**src/rtl/vault_door_if.sv**
```systemverilog
// Signal bundle between the vault door controller, the vault sequencer and the door motor/sensor.
// The master side is the controller; the slave side is its environment.
interface vault_door_if;
   logic       vault_done;
   logic       vault_fail;
   logic       door_ack;
   logic       door_closed;
   logic       door_open_req;
   logic       door_unlocked;
   logic       door_ajar;
   logic       lockout;
   logic       alarm;
   logic       vault_rearm;
   logic [1:0] fail_count;
   logic [2:0] state_out;

   modport master (
      input  vault_done, vault_fail, door_ack, door_closed,
      output door_open_req, door_unlocked, door_ajar, lockout, alarm,
             vault_rearm, fail_count, state_out
   );

   modport slave (
      output vault_done, vault_fail, door_ack, door_closed,
      input  door_open_req, door_unlocked, door_ajar, lockout, alarm,
             vault_rearm, fail_count, state_out
   );
endinterface

```
**src/rtl/vault_door_ctrl.sv**
```systemverilog
// Vault door controller: turns vault sequencer results into door unlock/relock sequencing,
// counts failed attempts with lockout, and latches a fault alarm on motor ack timeout.
module vault_door_ctrl #(
   parameter int MAX_FAILS      = 3,
   parameter int LOCKOUT_CYCLES = 16,
   parameter int ACK_TIMEOUT    = 8,
   parameter int OPEN_HOLD      = 8
) (
   input  logic         clk,
   input  logic         rst_n,
   vault_door_if.master bus
);

   typedef enum logic [2:0] {
      LOCKED    = 3'd0,
      UNLOCKING = 3'd1,
      OPEN      = 3'd2,
      RELOCK    = 3'd3,
      LOCKOUT   = 3'd4,
      FAULT     = 3'd5
   } state_t;

   localparam logic [1:0] FAIL_LIMIT = 2'(MAX_FAILS);
   localparam logic [7:0] ACK_LAST   = 8'(ACK_TIMEOUT - 1);
   localparam logic [7:0] HOLD_LAST  = 8'(OPEN_HOLD - 1);
   localparam logic [7:0] HOLD_DONE  = 8'(OPEN_HOLD);
   localparam logic [7:0] LOCK_LAST  = 8'(LOCKOUT_CYCLES - 1);

   state_t     state, next_state;
   logic [7:0] timer, timer_next;
   logic [1:0] fail_cnt, fail_cnt_next;
   logic       done_p0, done_p1, fail_p0, fail_p1;
   logic       done_edge, fail_edge;
   logic       open_req, unlocked, lockout_r, alarm_r, rearm;

   function automatic logic [1:0] sat_inc(input logic [1:0] c);
      return (c == 2'd3) ? 2'd3 : c + 2'd1;
   endfunction

   // Stage p0 samples the raw levels; stage p1 holds the previous sample for edge detection
   always_ff @(posedge clk or negedge rst_n) begin
      if (!rst_n) begin
         done_p0 <= 1'b0;
         done_p1 <= 1'b0;
         fail_p0 <= 1'b0;
         fail_p1 <= 1'b0;
      end else begin
         done_p0 <= bus.vault_done;
         done_p1 <= done_p0;
         fail_p0 <= bus.vault_fail;
         fail_p1 <= fail_p0;
      end
   end

   assign done_edge = done_p0 & ~done_p1;
   assign fail_edge = fail_p0 & ~fail_p1;

   always_ff @(posedge clk or negedge rst_n) begin
      if (!rst_n) begin
         state     <= LOCKED;
         timer     <= '0;
         fail_cnt  <= '0;
         open_req  <= 1'b0;
         unlocked  <= 1'b0;
         lockout_r <= 1'b0;
         alarm_r   <= 1'b0;
         rearm     <= 1'b0;
      end else begin
         state     <= next_state;
         timer     <= timer_next;
         fail_cnt  <= fail_cnt_next;
         open_req  <= (next_state == UNLOCKING);
         unlocked  <= (next_state == OPEN);
         lockout_r <= (next_state == LOCKOUT);
         alarm_r   <= (next_state == FAULT);
         rearm     <= (next_state == RELOCK);
      end
   end

   // A fail edge always wins over a coincident done edge; edges seen outside LOCKED are dropped
   always_comb begin
      next_state    = state;
      timer_next    = timer;
      fail_cnt_next = fail_cnt;
      case (state)
         LOCKED: begin
            if (fail_edge) begin
               fail_cnt_next = sat_inc(fail_cnt);
               if (sat_inc(fail_cnt) == FAIL_LIMIT) next_state = LOCKOUT;
            end else if (done_edge) begin
               next_state = UNLOCKING;
            end
         end
         UNLOCKING: begin
            if (bus.door_ack)          next_state = OPEN;
            else if (timer >= ACK_LAST) next_state = FAULT;
         end
         OPEN: begin
            if ((timer >= HOLD_LAST) && bus.door_closed) next_state = RELOCK;
         end
         RELOCK:  next_state = LOCKED;
         LOCKOUT: begin
            if (timer >= LOCK_LAST) next_state = RELOCK;
         end
         FAULT:   next_state = FAULT;
         default: next_state = FAULT;
      endcase

      // Timer parks at OPEN_HOLD in OPEN so door_ajar can be decoded from it
      if (next_state != state) begin
         timer_next = '0;
      end else if ((state == UNLOCKING) || (state == LOCKOUT) ||
                   ((state == OPEN) && (timer != HOLD_DONE))) begin
         timer_next = timer + 8'd1;
      end

      if (next_state == RELOCK) fail_cnt_next = '0;
   end

   assign bus.state_out     = state;
   assign bus.door_ajar     = (state == OPEN) && (timer == HOLD_DONE);
   assign bus.door_open_req = open_req;
   assign bus.door_unlocked = unlocked;
   assign bus.lockout       = lockout_r;
   assign bus.alarm         = alarm_r;
   assign bus.vault_rearm   = rearm;
   assign bus.fail_count    = fail_cnt;

   a_outputs_exclusive: assert property (@(posedge clk) disable iff (!rst_n)
      $onehot0({open_req, unlocked, lockout_r, alarm_r, rearm}));

endmodule

```
**src/flat_wrapper.sv**
```systemverilog
// flat-port wrapper written by rule: the top's interface ports become plain ports
module vault_door_ctrl_flat 
#(
   parameter int MAX_FAILS      = 3,
   parameter int LOCKOUT_CYCLES = 16,
   parameter int ACK_TIMEOUT    = 8,
   parameter int OPEN_HOLD      = 8
)
  (clk, rst_n, bus_vault_done, bus_vault_fail, bus_door_ack, bus_door_closed, bus_door_open_req, bus_door_unlocked, bus_door_ajar, bus_lockout, bus_alarm, bus_vault_rearm, bus_fail_count, bus_state_out);
  vault_door_if bus_i ();
  input  logic clk;
  input  logic rst_n;
  input wire logic [$bits(bus_i.vault_done)-1:0] bus_vault_done;
  input wire logic [$bits(bus_i.vault_fail)-1:0] bus_vault_fail;
  input wire logic [$bits(bus_i.door_ack)-1:0] bus_door_ack;
  input wire logic [$bits(bus_i.door_closed)-1:0] bus_door_closed;
  output wire logic [$bits(bus_i.door_open_req)-1:0] bus_door_open_req;
  output wire logic [$bits(bus_i.door_unlocked)-1:0] bus_door_unlocked;
  output wire logic [$bits(bus_i.door_ajar)-1:0] bus_door_ajar;
  output wire logic [$bits(bus_i.lockout)-1:0] bus_lockout;
  output wire logic [$bits(bus_i.alarm)-1:0] bus_alarm;
  output wire logic [$bits(bus_i.vault_rearm)-1:0] bus_vault_rearm;
  output wire logic [$bits(bus_i.fail_count)-1:0] bus_fail_count;
  output wire logic [$bits(bus_i.state_out)-1:0] bus_state_out;
  assign bus_i.vault_done = bus_vault_done;
  assign bus_i.vault_fail = bus_vault_fail;
  assign bus_i.door_ack = bus_door_ack;
  assign bus_i.door_closed = bus_door_closed;
  assign bus_door_open_req = bus_i.door_open_req;
  assign bus_door_unlocked = bus_i.door_unlocked;
  assign bus_door_ajar = bus_i.door_ajar;
  assign bus_lockout = bus_i.lockout;
  assign bus_alarm = bus_i.alarm;
  assign bus_vault_rearm = bus_i.vault_rearm;
  assign bus_fail_count = bus_i.fail_count;
  assign bus_state_out = bus_i.state_out;
  vault_door_ctrl #(.MAX_FAILS(MAX_FAILS), .LOCKOUT_CYCLES(LOCKOUT_CYCLES), .ACK_TIMEOUT(ACK_TIMEOUT), .OPEN_HOLD(OPEN_HOLD)) u_core (.clk(clk), .rst_n(rst_n), .bus(bus_i));
endmodule
```
**config.mk**
```make
export PLATFORM = sky130hd
export DESIGN_NAME = vault_door_ctrl_flat
export DESIGN_NICKNAME = d
export VERILOG_FILES = /design/src/rtl/vault_door_if.sv /design/src/rtl/vault_door_ctrl.sv /design/src/flat_wrapper.sv
export SDC_FILE = /design/constraint.sdc
export NUM_CORES = 1
export LEC_CHECK = 0
export ABC_AREA = 1
export CAP_MARGIN = 20
export CORE_MARGIN = 4
export CORE_UTILIZATION = 40
export CTS_CLUSTER_DIAMETER = 30
export DETAILED_ROUTE_END_ITERATION = 10
export HOLD_SLACK_MARGIN = 0.02
export PLACE_DENSITY = 0.59
export SYNTH_ARGS = -nofsm -noshare
export SYNTH_HDL_FRONTEND = slang
export SYNTH_SLANG_ARGS = --single-unit
```
**constraint.sdc**
```tcl
create_clock -name clk -period 3.1 [get_ports clk]
set_clock_uncertainty 0.1 [all_clocks]
set_input_delay 0.62 -clock clk [delete_from_list [all_inputs] [get_ports clk]]
set_output_delay 0.62 -clock clk [all_outputs]
set_load 0.02 [all_outputs]
```
* Word-level counts from Yosys, hierarchy flattened
Index checks and enable logic that the tools add are counted.
Widths: inputs -> output; s select.
** Storage, ports and cells
- Output and inout bits :: 11
- Register bits after elaboration :: 22
- Logic and storage cells :: 58
- Bits of input ports :: 6
** Operators by class
- Order comparisons :: 2
- Multiplexer cells :: 14
- $add $sub $neg :: 2
- Reductions and logical operators :: 10
- Equal/unequal tests :: 14
- Bitwise logic cells :: 4
** Operators with widths (count)
- $mux 3 :: 7
- $mux 8 :: 2
- $pmux 3 s5 :: 1
- $eq 3x2->1 const B :: 4
- $eq 3x3->1 const B :: 3
- $add 8x1->8 const B :: 1
- $eq 8x4->1 const B :: 1
- $ge 8x3->1 const B :: 1
- $ge 8x4->1 const B :: 1
- $mux 2 :: 4
- $ne 8x4->1 const B :: 1
- $eq 3x1->1 const B :: 2
- $reduce_bool 2->1 :: 3
- $eq 2x2->1 const B :: 2
- $logic_and 1x1->1 :: 3
- $logic_not 3->1 :: 1
- $ne 3x3->1 :: 1
- $add 2x1->2 const B :: 1
- $and 1x1->1 :: 2
- $logic_or 1x1->1 :: 2
- $not 1->1 :: 2
- $reduce_and 2->1 :: 1

* Depth between registers and ports, before layout
Gate-level depths: netlist (run 1).
- Depth in word-level cells :: 9
- Gate-level depth with buffers :: 11
- Depth with buffers taken out :: 11

* Least setup slack after synthesis (run 1)
Ideal clock, no wire load.
- Path type :: reg2out
- Start :: reg u_core.state[0] (netlist: u_core.bus.state_out[0])
- End :: out bus_door_ajar
- Path buffers :: 0
- Required time :: 2380 ps
- Path slack :: 1108 ps
- Data arrival time :: 1272 ps
- Cell stages (with the launch flop) :: 4
- Path through :: dfrtp_1 inv_2 nand3_2 nor3_1
** Between the ends
- Cells in the longest elaborated chain, start to end :: 2
** RTL lines
- from (decl) :: RTL line vault_door_ctrl.sv:29 : state_t state, next_state;
- from (signal assigned) :: RTL line vault_door_ctrl.sv:69 : state <= next_state;
- $eq 3x2->1 :: RTL line vault_door_ctrl.sv:121 : assign bus.door_ajar = (state == OPEN) && (timer == HOLD_DONE);
- $logic_and 1x1->1 :: RTL line vault_door_ctrl.sv:121
- to (decl) :: RTL line flat_wrapper.sv:19 : output wire logic [$bits(bus_i.door_ajar)-1:0] bus_door_ajar;
No other way between the ends.

* Worst setup path in the final report (run 1)
Ends and elaborated chain as after synthesis.

==> results of run 1 <==
==> layout make-up <==
cell class,instances,share of cell area (%)
multi-input combinational,102,37.7
inverter,30,7.69
clock buffer,3,1.52
tap,31,2.62
timing repair buffer,17,11.3
sequential,22,37.2
clock inverter,1,2.03
==> kinds of logic after synthesis <==
family                     Yosys count  share of synthesized area (%)
buffers and inverters               30                           9.31
and+or+nand+nor                     88                           35.1
xor gates and xnor gates             5                           3.58
adders and majority gates            2                           2.05
DFF                                 22                           45.0
AOI/OAI and AO/OA                    7                           4.91
==> critical path, cell delays in order, from the launching register on <==
cell and delay (ns):
sky130_fd_sc_hd__dfrtp_1 0.48, sky130_fd_sc_hd__inv_2 0.11, sky130_fd_sc_hd__nand3_2 0.15, sky130_fd_sc_hd__nor3_1 0.20, sky130_fd_sc_hd__clkdlybuf4s50_1 0.63
==> report_power, final <==
part           leakage, uW  switching [uW]  internal (uW)
registers         0.000283           0.835            290
clock network    0.0000279            89.1            131
logic             0.000500            7.82           7.07
==> registers in the layout, indices dropped and copies added, names as in the netlist <==
name and cells:
u_core.bus.state_out 3, u_core.done_p1 1, u_core.bus.alarm 1, u_core.timer 8, u_core.bus.vault_rearm 1, u_core.fail_p1 1
u_core.done_p0 1, u_core.bus.fail_count 2, u_core.fail_p0 1, u_core.bus.lockout 1, u_core.bus.door_unlocked 1, u_core.bus.door_open_req 1
==> routing by layer <==
metal  part of all wire (%)  global-route usage, %
met2                     49                   23.7
met3                    3.0                   2.49
met1                     47                   17.6
met5                      0                      0
met4                   0.89                   4.85
==> final timing paths <==
path,from,endpoint,slack (ns),depth (start not counted)
min reg2reg,u_core.done_p0$_DFF_PN0_,u_core.done_p1$_DFF_PN0_,0.29,0
max reg2reg,u_core.timer[0]$_DFFE_PN0P_,u_core.timer[0]$_DFFE_PN0P_,1.24,10
min,u_core.done_p0$_DFF_PN0_,u_core.done_p1$_DFF_PN0_,0.29,0
max,u_core.bus.state_out[0]$_DFF_PN0_,bus_door_ajar,0.49,4
min in group asynchronous,rst_n,u_core.timer[2]$_DFFE_PN0P_,0.54,2
max in group asynchronous,rst_n,u_core.timer[7]$_DFFE_PN0P_,2.14,2
==> stage by stage <==
stage	instances	instance area [um^2]	utilization, %
finish	206	1480	52.4
global route	206	1480	52.4
CTS	206	1480	52.4
detailed placement	202	1430	50.5
global placement	202	1430	50.5
floorplan	154	1220	-
==> synthesized netlist by cell type, drive strengths merged <==
cell    instances
o21bai          1
nand3          12
nand4           6
clkinv          1
inv            29
nor3            5
a21oi           5
o21ai           1
xor2            5
ha              2
nor2           28
nor4            1
dfrtp          22
nand2          36
==> impl_summary.md, run 1 <==
Status
The flow ran to the end, and the final reports show no timing, DRC or antenna violations.

Cells and area
The fraction of layout instances using a drive strength above 1 is 15.4%. Counting the fill cells in the layout gives 266. The repair_antennas step left the layout with diodes totalling 0. Summing all flip-flop and latch instances after layout gives 551 um^2.

The top cell types in the final layout, fill and taps aside, are sky130_fd_sc_hd__nand2_1, sky130_fd_sc_hd__inv_1, sky130_fd_sc_hd__nor2_1. Compared with the post-synthesis result, the final layout area differs by 21.2%. The final net count is 184. The library cell used most frequently in the layout, excluding fill and tap cells, is sky130_fd_sc_hd__nand2_1. The total area of multi-input combinational cells is 558 um^2.

Drt
The count of unresolved DRC violations after routing is 0. The via total after detailed routing is 1,021. The routed wire length is approximately 2500 um. In the final routed layout, each cell accounts on average for about 12 um. The post-detailed-route count of antenna-violating nets is 0. The detailed router finished its first iteration with 45 violations. The first-pass iteration count of the detailed router is 5. After detailed routing, the number of vias per cell comes to 4.96.

Synth
In this run the biggest area consumer among cell types represents 45.0% of the synthesized area. In the post-synthesis netlist, the biggest area contributors are sky130_fd_sc_hd__dfrtp_1, sky130_fd_sc_hd__nand2_1, sky130_fd_sc_hd__inv_1, sky130_fd_sc_hd__nor2_1, sky130_fd_sc_hd__nand3_1. After technology mapping, the gate count stands at 154. The netlist uses 22 different library cells. For this run, the number of Yosys warnings is 0.

The proportion of synthesized chip area in sequential cells is between 40% and 50%. The total of flip-flops plus latches after synthesis is 22. The library cell occupying the most area in the post-synthesis netlist is sky130_fd_sc_hd__dfrtp_1. Summing every instance area after synthesis gives 0.00122 mm^2. Synthesis produced a netlist with a net count of 162. The average instance area after synthesis is 7.94 um^2.

Global routing
The first global-routing pass estimated 4480 um of wire. The number of antenna violations at the first check in global routing is 0. The pin count of the biggest net entering global routing is 23. For this run, the total global-route usage over all layers was measured as 13.9%.

The number of global-route vias before repair is 1,013. For this run the aggregate overflow at the end of global routing stands at 0.

STA
The final worst slack is 0.488 ns. At the pin with the least slew margin, the transition time is 0.279 ns. The sum of negative setup slack is 0 ns. Setup violations remaining at the end of the flow were counted as 0. The final critical-path share of the clock period is 84.3%.

Setup repair after global routing left no endpoint under its margin. The final critical delay including setup and external delays is about 2.6 ns. The final-report hold violation count is 0. The fmax is roughly 0.38 GHz.

Final hold analysis gives a worst-case slack of 0.288 ns. The number of pins with negative max-slew slack in the final report is 0. Measured against its own limit, the worst slew margin works out to roughly four fifths.

Placement
The worst slack at placement is a little over 0.8 ns. Once detailed placement completed, the half-perimeter wirelength came to 1930 um. The congestion estimate from routability-driven global placement came to 0.847.

The count of port buffers added during placement is 16.

Clock tree
The TritonCTS clock tree is done. The post-CTS setup buffer count is 0. Clock latency on the worst-skew pair, taken at its later pin, is 0.31 ns.

The count of instances resized after the clock tree is built is 0. The hold-fix buffer count after cts is 0. The number of clock buffers inserted by TritonCTS is 3. The clock passes through at most 2 buffers. After clock tree synthesis, the clock-pin slew on the worst setup and hold paths is 0.13 ns.

The CTS sink count is 22. CTS built an H-tree with a depth of 1. The cell sitting at the root of the clock tree is a sky130_fd_sc_hd__clkbuf_4.

Floorplanning
Measured along the y axis, the die boundary spans 63.3 um. After floorplanning, the core was sized to cover approximately 0.0028 mm^2. 17 I/O pins were placed.

The initialized floorplan defines 19 standard-cell rows. The die covers 0.00400 mm^2. The die is 63.3 um wide.

The starting utilization of the core area is 43.2%.

Setup path
For the worst setup path, the data arrival time is 1.89 ns. The setup path with the least slack is of type reg -> out. Along the worst path, the maximum fanout reaches 8. The kind of start point of the critical path is a register.

STA puts the critical path data required time at 2.38 ns. The worst setup path is captured at an output pin.

Pwr
The largest voltage drop on the vdd net is 0.155 mV. Overall power consumption after layout is estimated at approximately 520 uW. Power spread over the standard cell area amounts to 354 mW/mm^2. The static power due to leakage is between 0.0008 and 0.0009 uW.

Min path
The class of the worst hold path is reg -> reg.

Flow run
The number of max-capacitance violations reported is 0.
Note: power is estimated with default switching activity, not from simulation.
==> run 2, diff against run 1 <==
--- a/config.mk
+++ b/config.mk
@@ -12,7 +12,7 @@
 export CTS_CLUSTER_DIAMETER = 30
 export DETAILED_ROUTE_END_ITERATION = 10
 export HOLD_SLACK_MARGIN = 0.02
-export PLACE_DENSITY = 0.59
+export PLACE_DENSITY = 0.62
 export SYNTH_ARGS = -nofsm -noshare
 export SYNTH_HDL_FRONTEND = slang
 export SYNTH_SLANG_ARGS = --single-unit
==> constraint.sdc (replaced) <==
create_clock -name clk -period 2.3 [get_ports clk]
set_clock_uncertainty 0.1 [all_clocks]
set_input_delay 0.46 -clock clk [delete_from_list [all_inputs] [get_ports clk]]
set_output_delay 0.46 -clock clk [all_outputs]
set_load 0.02 [all_outputs]
==> impl_summary.md, run 2 (synthesis results as in run 1) <==
Clock tree
In this run the number of H-tree levels came out at 1. The hold-fix buffer count after cts is 0. In this run the post-CTS setup repair buffer count came out at 0. The number of clock buffers inserted by TritonCTS is 3. The clock input transition at the sequential cells of the worst setup and hold paths is 0.12 ns.

The clock insertion delay at the later pin of the skew report is slightly above 0.3 ns. The TritonCTS clock tree is done. Gates resized during post-CTS repair numbered 1. The CTS sink count is 22. Clock tree synthesis selected as its root buffer the cell sky130_fd_sc_hd__clkbuf_4. The number of buffers between clock root and the deepest sink is 2.

Drt
The first-pass iteration count of the detailed router is 4. Once detail routing completed, the nets flagged for antenna violations numbered 0. For this block, the via count after detailed routing is between 1,000 and 1,500. Using the TritonRoute via totals, the vias-per-cell ratio works out to 4.82.

The count of routing violations after the opening detailed-route iteration is 32. The routed wirelength normalized by instance count is 11.2 um. The count of unresolved DRC violations after routing is 0.

The routed wire length is approximately 2300 um.

Setup path
The kind of start point of the critical path is a register. The critical path is of the reg -> out type. Data arrives at the worst endpoint at 1.61 ns. The signal on the critical path passes through inv_1 -> ha_1 -> nand3_1 -> nor3_1 -> dlygate4sd2_1. The slowest stage of the critical path belongs to the cell sky130_fd_sc_hd__dfrtp_1. The reg-to-reg setup timing slack is 0.49 ns. STA classifies the critical path endpoint as an output pin. The critical-path maximum fanout is 4. The largest single stage delay on the critical path is 0.43 ns. At the worst endpoint, the required time is 1.74 ns.

The cell type group with the largest total delay on the critical path is buffers and inverters. The worst path buffer plus inverter count is 2.

STA
Hold is met by 0.287 ns. For the pin with the worst max-slew slack, the measured transition is 0.278 ns. The final-report hold violation count was 0. The number of pins with negative max-slew slack in the final report came to 0. The final critical delay including setup and external delays is between 2 and 2.5 ns.

The sum of negative setup slack is 0 ns. Setup repair after global routing left no endpoint under its margin. The final critical path takes up 94.6% of the cycle. Across all setup checks in the final design, the least slack found is 0.125 ns.

Setup violations remaining at the end of the flow were counted as 0. The fmax is about 0.46 GHz. The worst relative slew slack is 81.5%.

Global routing
For this run, the total global-route usage over all layers was measured as 13.0%. The pin count of the biggest net entering global routing is 23. After global routing the overflow that remains totals 0.

The number of global-route vias before repair came to ~960. The first-pass GRT wire length is roughly 4200 um. The number of antenna violations at the first check in global routing was 0.

Placement
The count of port buffers added during placement is 16. At the end of routability-driven placement, the weighted congestion stood at 0.887. The worst slack at placement is 0.189 ns. Once detailed placement completed, the half-perimeter wirelength came to about 1900 um.

Pwr
The static power due to leakage is a little over 0.0008 uW. Dividing total power by cell area gives a power density of 470 mW/mm^2. The largest voltage drop on the vdd net is 0.299 mV.

Status
The run finished with clean final reports.

Cells and area
The library cell used most frequently in the layout, excluding fill and tap cells, is sky130_fd_sc_hd__nand2_1. The final-layout fill cell count is 267. Measured on the finished design, the core utilization comes to about 53%.

The net count of the finished layout is 187. The number of diodes added for antenna fixing is 0. The synthesis-to-finish area growth is 22.9%.

The register with the most flip-flops in the layout has 8 of them. Cells with a size suffix above 1 make up 16.9% of the layout. The top cell types in the final layout, fill and taps aside, are sky130_fd_sc_hd__nand2_1, sky130_fd_sc_hd__inv_1, sky130_fd_sc_hd__nor2_1. The most flop-heavy register is u_core.timer.

Floorplanning
The die is ~63 um tall. The number of rows in the core area is 19. The starting utilization of the core area is 43.2%. 17 I/O pins were placed. In this run the standard cell core region covers 0.00283 mm^2.

The die span in x is 63.3 um. The total die area is between 0.004 and 0.005 mm^2.

Flow run
The number of max-capacitance violations reported is 0.

Min path
The class of the worst hold path is reg -> reg.
run 2: changes by cell type in the layout (fill, tap and decap cells not counted):
cell                              delta
sky130_fd_sc_hd__buf_4               +3
sky130_fd_sc_hd__clkdlybuf4s50_1     -1
sky130_fd_sc_hd__dlygate4sd2_1       +1
run 2: worst paths after layout:
kind | startpoint | endpoint | cells past startpoint
max | u_core.timer[0]$_DFFE_PN0P_ | bus_door_ajar | 5
min | u_core.done_p0$_DFF_PN0_ | u_core.done_p1$_DFF_PN0_ | 0
max reg2reg | u_core.timer[0]$_DFFE_PN0P_ | u_core.timer[7]$_DFFE_PN0P_ | 11
min reg2reg | u_core.done_p0$_DFF_PN0_ | u_core.done_p1$_DFF_PN0_ | 0
max in group asynchronous | rst_n | u_core.done_p0$_DFF_PN0_ | 2
min in group asynchronous | rst_n | u_core.timer[7]$_DFFE_PN0P_ | 2
run 2: through the flow:
stage | std cells | power (uW) | cell area, um^2
5_1_grt | 209 | 738 | 1500
2_1_floorplan | 154 | 401 | 1220
4_1_cts | 209 | 719 | 1500
3_3_place_gp | 205 | 420 | 1450
6_report | 209 | 706 | 1500
3_5_place_dp | 205 | 420 | 1450
run 2: power breakdown:
group	total, uW	internal (uW)	leakage (uW)	switching [uW]
logic	19.8	9.53	0.000518	10.3
registers	391	390	0.000283	1.16
clock network	295	176	0.0000279	119
total	706	576	0.000829	131
run 2: per-layer routing:
layer  GRT usage, %  wire length [um]
met1           17.5              1140
met2           20.0              1060
met3           2.84               101
met4           5.66                36
met5              0                 0
run 2: area by class of cell:
type                       count  area, um^2  area share, %
clock buffer                   3        22.5           1.50
clock inverter                 1        30.0           2.00
inverter                      30         114           7.58
multi-input combinational    102         558           37.1
sequential                    22         551           36.6
tap                           31        38.8           2.58
timing repair buffer          20         189           12.6
